File: src/rtl/change_dispenser.sv
// Coin hopper sequencer: splits a change amount greedily into 10/5/1 ejects and tracks per-denomination inventory.
// Latency: one SELECT cycle per coin plus hopper ack time; a zero amount reports done one cycle after accept.
// Backpressure: change_ready is high only in IDLE; FAULT (hopper ack timeout) is absorbing until reset.
// Optional DISPENSE_AUDIT_EN adds paid_total/coin_count running audit counters.
module change_dispenser #(
    parameter int AMT_W       = 32,
    parameter int CNT_W       = 8,
    parameter int INIT_10     = 8,
    parameter int INIT_5      = 8,
    parameter int INIT_1      = 8,
    parameter int ACK_TIMEOUT = 16
) (
    input  logic             clk,
    input  logic             reset,
    input  logic             change_valid,
    input  logic [AMT_W-1:0] change_amt,
    output logic             change_ready,
    input  logic             refill_valid,
    input  logic [1:0]       refill_den,
    input  logic [CNT_W-1:0] refill_qty,
    output logic             eject_req,
    output logic [1:0]       eject_den,
    input  logic             eject_ack,
    output logic             busy,
    output logic             done,
    output logic [AMT_W-1:0] shortfall,
    output logic [CNT_W-1:0] inv10,
    output logic [CNT_W-1:0] inv5,
    output logic [CNT_W-1:0] inv1,
    output logic             fault
`ifdef DISPENSE_AUDIT_EN
    ,
    output logic [AMT_W-1:0] paid_total,
    output logic [AMT_W-1:0] coin_count
`endif
);

    localparam int TMO_W = $clog2(ACK_TIMEOUT + 1);
    localparam logic [TMO_W-1:0] TMO_LAST = TMO_W'(ACK_TIMEOUT - 1);
    localparam logic [AMT_W-1:0] VAL_10 = AMT_W'(10);
    localparam logic [AMT_W-1:0] VAL_5  = AMT_W'(5);
    localparam logic [AMT_W-1:0] VAL_1  = AMT_W'(1);
    localparam logic [1:0] DEN_1  = 2'b01;
    localparam logic [1:0] DEN_5  = 2'b10;
    localparam logic [1:0] DEN_10 = 2'b11;

    typedef enum logic [2:0] {S_IDLE, S_SELECT, S_WAIT_ACK, S_DONE, S_FAULT} state_t;

    state_t            state;
    logic [AMT_W-1:0]  remaining;
    logic [TMO_W-1:0]  tmo_cnt;
    logic [AMT_W-1:0]  den_amt;
    logic              ack_take;
    logic              pick_10, pick_5, pick_1;

    // Saturating inventory update; a coin is only ejected when cur>0 so the decrement cannot underflow.
    function automatic logic [CNT_W-1:0] inv_next(input logic [CNT_W-1:0] cur, input logic add_en,
                                                  input logic [CNT_W-1:0] qty, input logic dec);
        logic [CNT_W:0] sum;
        sum = {1'b0, cur} + (add_en ? {1'b0, qty} : '0) - {{CNT_W{1'b0}}, dec};
        return sum[CNT_W] ? '1 : sum[CNT_W-1:0];
    endfunction

    assign change_ready = (state == S_IDLE);
    assign busy         = (state != S_IDLE) && (state != S_FAULT);
    assign ack_take     = (state == S_WAIT_ACK) && eject_ack;

    assign pick_10 = (remaining >= VAL_10) && (inv10 != '0);
    assign pick_5  = (remaining >= VAL_5)  && (inv5  != '0);
    assign pick_1  = (remaining >= VAL_1)  && (inv1  != '0);

    // Coin value of the denomination currently being ejected.
    always_comb begin
        den_amt = '0;
        case (eject_den)
            DEN_10:  den_amt = VAL_10;
            DEN_5:   den_amt = VAL_5;
            DEN_1:   den_amt = VAL_1;
            default: den_amt = '0;
        endcase
    end

    // Payout FSM: greedy coin selection, eject handshake, ack timeout and completion reporting.
    always_ff @(posedge clk or posedge reset) begin
        if (reset) begin
            state     <= S_IDLE;
            remaining <= '0;
            tmo_cnt   <= '0;
            eject_req <= 1'b0;
            eject_den <= 2'b00;
            done      <= 1'b0;
            shortfall <= '0;
            fault     <= 1'b0;
        end else begin
            done <= 1'b0;
            case (state)
                S_IDLE: begin
                    if (change_valid) begin
                        remaining <= change_amt;
                        shortfall <= '0;
                        if (change_amt == '0) begin
                            done  <= 1'b1;
                            state <= S_DONE;
                        end else begin
                            state <= S_SELECT;
                        end
                    end
                end
                S_SELECT: begin
                    tmo_cnt <= '0;
                    if (pick_10 || pick_5 || pick_1) begin
                        eject_den <= pick_10 ? DEN_10 : (pick_5 ? DEN_5 : DEN_1);
                        eject_req <= 1'b1;
                        state     <= S_WAIT_ACK;
                    end else begin
                        shortfall <= remaining;
                        done      <= 1'b1;
                        state     <= S_DONE;
                    end
                end
                S_WAIT_ACK: begin
                    if (eject_ack) begin
                        remaining <= remaining - den_amt;
                        eject_req <= 1'b0;
                        state     <= S_SELECT;
                    end else if (tmo_cnt == TMO_LAST) begin
                        eject_req <= 1'b0;
                        fault     <= 1'b1;
                        shortfall <= remaining;
                        state     <= S_FAULT;
                    end else begin
                        tmo_cnt <= tmo_cnt + 1'b1;
                    end
                end
                S_DONE:  state <= S_IDLE;
                S_FAULT: state <= S_FAULT;
                default: state <= S_IDLE;
            endcase
        end
    end

    // Inventory: refills in any state, merged with the ack decrement in one saturating update.
    always_ff @(posedge clk or posedge reset) begin
        if (reset) begin
            inv10 <= CNT_W'(INIT_10);
            inv5  <= CNT_W'(INIT_5);
            inv1  <= CNT_W'(INIT_1);
        end else begin
            inv10 <= inv_next(inv10, refill_valid && (refill_den == DEN_10), refill_qty,
                              ack_take && (eject_den == DEN_10));
            inv5  <= inv_next(inv5, refill_valid && (refill_den == DEN_5), refill_qty,
                              ack_take && (eject_den == DEN_5));
            inv1  <= inv_next(inv1, refill_valid && (refill_den == DEN_1), refill_qty,
                              ack_take && (eject_den == DEN_1));
        end
    end

`ifdef DISPENSE_AUDIT_EN
    // Audit counters: running value and number of acked coins, wrapping.
    always_ff @(posedge clk or posedge reset) begin
        if (reset) begin
            paid_total <= '0;
            coin_count <= '0;
        end else if (ack_take) begin
            paid_total <= paid_total + den_amt;
            coin_count <= coin_count + 1'b1;
        end
    end
`endif

endmodule

File: config.mk
export PLATFORM = sky130hd
export DESIGN_NAME = change_dispenser
export DESIGN_NICKNAME = d
export VERILOG_FILES = /design/src/rtl/change_dispenser.sv
export SDC_FILE = /design/constraint.sdc
export NUM_CORES = 1
export LEC_CHECK = 0
export CORE_MARGIN = 2
export CORE_UTILIZATION = 25
export DETAILED_ROUTE_END_ITERATION = 8
export PLACE_DENSITY = 0.43
export SYNTH_ARGS = -nofsm -noshare
export SYNTH_HDL_FRONTEND = slang
export SYNTH_SLANG_ARGS = --single-unit
export TNS_END_PERCENT = 30
File: constraint.sdc
create_clock -name clk -period 5.32 [get_ports clk]
set_input_delay 1.064 -clock clk [delete_from_list [all_inputs] [get_ports clk]]
set_output_delay 1.064 -clock clk [all_outputs]
set_load 0.01 [all_outputs]
==> impl_metrics.ini <==
[floorplan]
initial_utilization_pct = 25.6
rows = 58
die_w_um = 165
dieArea_um2 = 27200
die_h_um = 165
pin_count = 110
core_um2 = 25300

[cells_and_area]
nFillCells = 2651
n_antenna_cell = 0
seq_area_um2 = 2530
nets = 934
multi_input_area_um2 = 3530
synthToLayoutAreaGrowth_pct = 27.3
drive_above_1_share_pct = 4.81

[detailed_routing]
wire_per_inst_um = 16.7
vias = 5584
via_per_inst = 4.81
wl_um = 19300
drc = 0
drt_pass1_iterations = 4
ant_nets = 0
dr.first_iter.drc_count = 252

[logic_synthesis]
synth_most_common_cell = dfrtp_1
yosys.area_share.simple_pct = 18.9
syn-num-nets = 834
yosys.area.top_type_share_pct = 37.8
synth_xor_area_share_pct = 3.24
synth_largest_area_cell = dfrtp_1
synth_cell_types = 65
synth-adder-area-share_pct = 12.2
syn_inst = 726
async_reset_ff_share_pct = 100
synth_top_family_by_area = compound AO/OA/AOI/OAI gates
synth-main-ff-cell = dfrtp_1
synth-seq-cells = 101
syn_avg_cell_area_um2 = 8.93
synth_compound_area_share_pct = 19.5
synth_area_leaders = dfrtp_1 (38%), ha_1 (11%), nand2_1 (5.5%)
synthMuxAreaShare_pct = 0.328
synth-seq-area-share_pct = 39.0
synthTopCellsByCount = dfrtp_1 (98), nand2_1 (95), inv_1 (80)
syn-cell-area_um2 = 6480
synth-edff-count = 0
yosys_warnings = 0

[clock_network]
cts_made_buffers = 9
cts-root-buf = clkbuf_16
cts_resized = 0
htree_num_levels = 3
postCtsSetupBuffers = 0
insertion_delay_ns = 0.36
tritoncts = built
clockBufferDepth = 2
clk_transition_reported_paths_ns = 0.07
cts_sinks = 101
postCtsHoldBufs = 0

[timing]
finalSetupTns_ns = 0
fin_skew_ns = 0.0130
holdWs_ns = 0.465
period_needed_ns = 4.42
setup_viol = 0
rsz0062_at_grt = false
worstMarginPinSlew_ns = 1.07
slew_headroom_pct = 28.4
fmax_ghz = 0.226
slew_violations = 0
final_hold_viol_count = 0
fin_crit_sh_pct = 83.1
finalWorstSetupSlack_ns = 0.898

[critical_path]
cpMostUsedCell = ha_1
crit_path_cell_trace = clkdlybuf4s50_1 > mux2i_1 > nor3_2 > nand2_1 > nor2_1 > ha_1 > inv_1 > ha_1 > fa_1 > a21o_1 > a21oi_1 > o21ai_1 > o41ai_1 > xor2_1 > nand2b_1
cpLargestDelayFamily = adder cells
r2r_slack_ns = 1.33
r2r_start = state[0]
r2r-end = inv1[1]
end_kind = flip-flop
cp_slowest_stage_delay_ns = 0.54
path_class = input pin to flip-flop
cp-start-kind = input pin
required_ns = 5.54
worst_r2r_path_depth = 14
worstPathMaxFanout = 8
path_buf_inv = 2
cp.arrival_ns = 4.64
cpMaxStageDelayCell = xor2_1

[global_routing]
grt_pass1_wl_um = 30900
grt_max_degree = 52
grt_pass1_vias = 5556
grt_use_total_pct = 14.7
grt.overflow.total = 0
grt_antenna_before_repair = 0

[power_and_ir_drop]
switching_share_pct = 42.9
p_comb_share_pct = 53.9
cellPowerDensity_nw_per_um2 = 583
clkPwrFrac_pct = 15.2
power_frac_seq_pct = 31.0
ir_worst_vdd_mv = 0.214
p_leak_nw = 3.67
p_switching_mw = 2.06
internal_power_mw = 2.75

[status]
status = finished, final reports clean

[worst_hold_path]
hold_class = flip-flop to flip-flop
min_from = fault
min_path_cells = 1
hold_path_end = fault

[placement]
gp_congestion = 0.825
pre_cts_slack_ns = 0.468
hpwlAfterDp_um = 14900
portBuffers = 109

[job]
cap_violations = 0
## flip-flops by register name, indices dropped and copies added (netlist names)
signal / cells
inv1: 8
eject_den: 2
remaining: 32
eject_req: 1
inv10: 8
shortfall: 32
tmo_cnt: 5
fault: 1
inv5: 8
done: 1
state: 3
## power by group through the flow
| stage | Clock [mW] | Combinational (mW) | Sequential, mW |
|---|---|---|---|
| floorplan | 0 | 1.68 | 1.46 |
| global placement | 0 | 2.62 | 1.52 |
| detailed placement | 0 | 2.63 | 1.51 |
| CTS | 0.750 | 2.64 | 1.50 |
| global route | 0.790 | 2.94 | 1.55 |
| finish | 0.729 | 2.59 | 1.49 |
## per-layer routing
layer | part of all wire, % | vias to the layer above | wire [um] | track usage (%)
li1 | - | 2792 | - | -
met1 | 48 | 2662 | 9200 | 19.8
met2 | 46 | 116 | 8960 | 24.1
met3 | 4.8 | 14 | 923 | 3.01
met4 | 1.4 | 0 | 263 | 3.79
met5 | 0 | - | 0 | 0
## cell usage in the layout, fill, tap and decap left out, types with 3 or more instances in the layout
cell type / count
or3_1: 5
a22oi_1: 3
a2bb2oi_1: 3
and2_1: 3
nand2_1: 95
o21ai_1: 13
nor4_1: 20
a22o_1: 33
or4_1: 4
a21o_1: 7
dfrtp_1: 98
a21oi_1: 34
a31oi_1: 8
o22a_1: 9
o41ai_1: 6
xnor2_1: 6
fa_1: 4
o21ai_0: 18
clkdlybuf4s50_1: 109
nor2_1: 47
nor3_1: 22
dfstp_2: 3
ha_1: 57
a32oi_1: 3
o211ai_1: 7
o21bai_1: 4
nand2b_1: 11
o22ai_1: 3
nand4_1: 8
or2_2: 3
buf_4: 9
inv_1: 79
xor2_1: 18
nor2b_1: 4
o311ai_1: 3
clkbuf_16: 9
o21a_1: 7
nand3_1: 13
and3_1: 4
## stage by stage
| step | util [%] | instance area (um^2) | total power [mW] | std cells |
|---|---|---|---|---|
| after CTS | 32.6 | 8250 | 4.89 | 1161 |
| after detailed placement | 31.3 | 7930 | 4.13 | 1145 |
| after global routing | 32.6 | 8250 | 5.29 | 1161 |
| after global placement | 31.3 | 7930 | 4.14 | 1145 |
| final | 32.6 | 8250 | 4.81 | 1161 |
| after floorplan | - | 6480 | 3.14 | 726 |
## logic make-up after synthesis
| family | Yosys count |
|---|---|
| fa+ha+maj | 61 |
| xor+xnor | 24 |
| flops | 101 |
| compound gates | 178 |
| mux | 2 |
| buf+inv | 109 |
| simple gates | 251 |
## area by class of cell
type                       instances  share of cell area, %
tap                              330                   5.00
timing repair buffer             118                   14.0
inverter                          80                   3.67
multi-input combinational        516                   42.7
clock inverter                     4                  0.879
sequential                       101                   30.7
clock buffer                      12                   2.99
## worst max path at each step
stage / start / endpoint / slack [ns] / depth (start not counted)
detailed placement: change_valid / inv5[4] / 0.47 / 15
floorplan: eject_ack / inv1[0] / 1.38 / 14
global route: change_valid / inv5[6] / 0.49 / 15
global placement: change_valid / inv5[1] / 0.59 / 15
finish: change_valid / inv5[1] / 0.90 / 15
CTS: change_valid / inv5[1] / 0.85 / 15
## worst register-to-register path, cell delays in order, from the launching register on
cell and delay, ns:
dfrtp_1 0.48, nand2b_1 0.26, nor2_4 0.13, buf_4 0.42
and3_1 0.30, ha_1 0.14, inv_1 0.04, ha_1 0.19
fa_1 0.41, a21o_1 0.18, a21oi_1 0.21, o21ai_1 0.13
o41ai_1 0.34, xor2_1 0.51, nand2b_1 0.11
No activity file was read; power rests on OpenSTA's default activity.
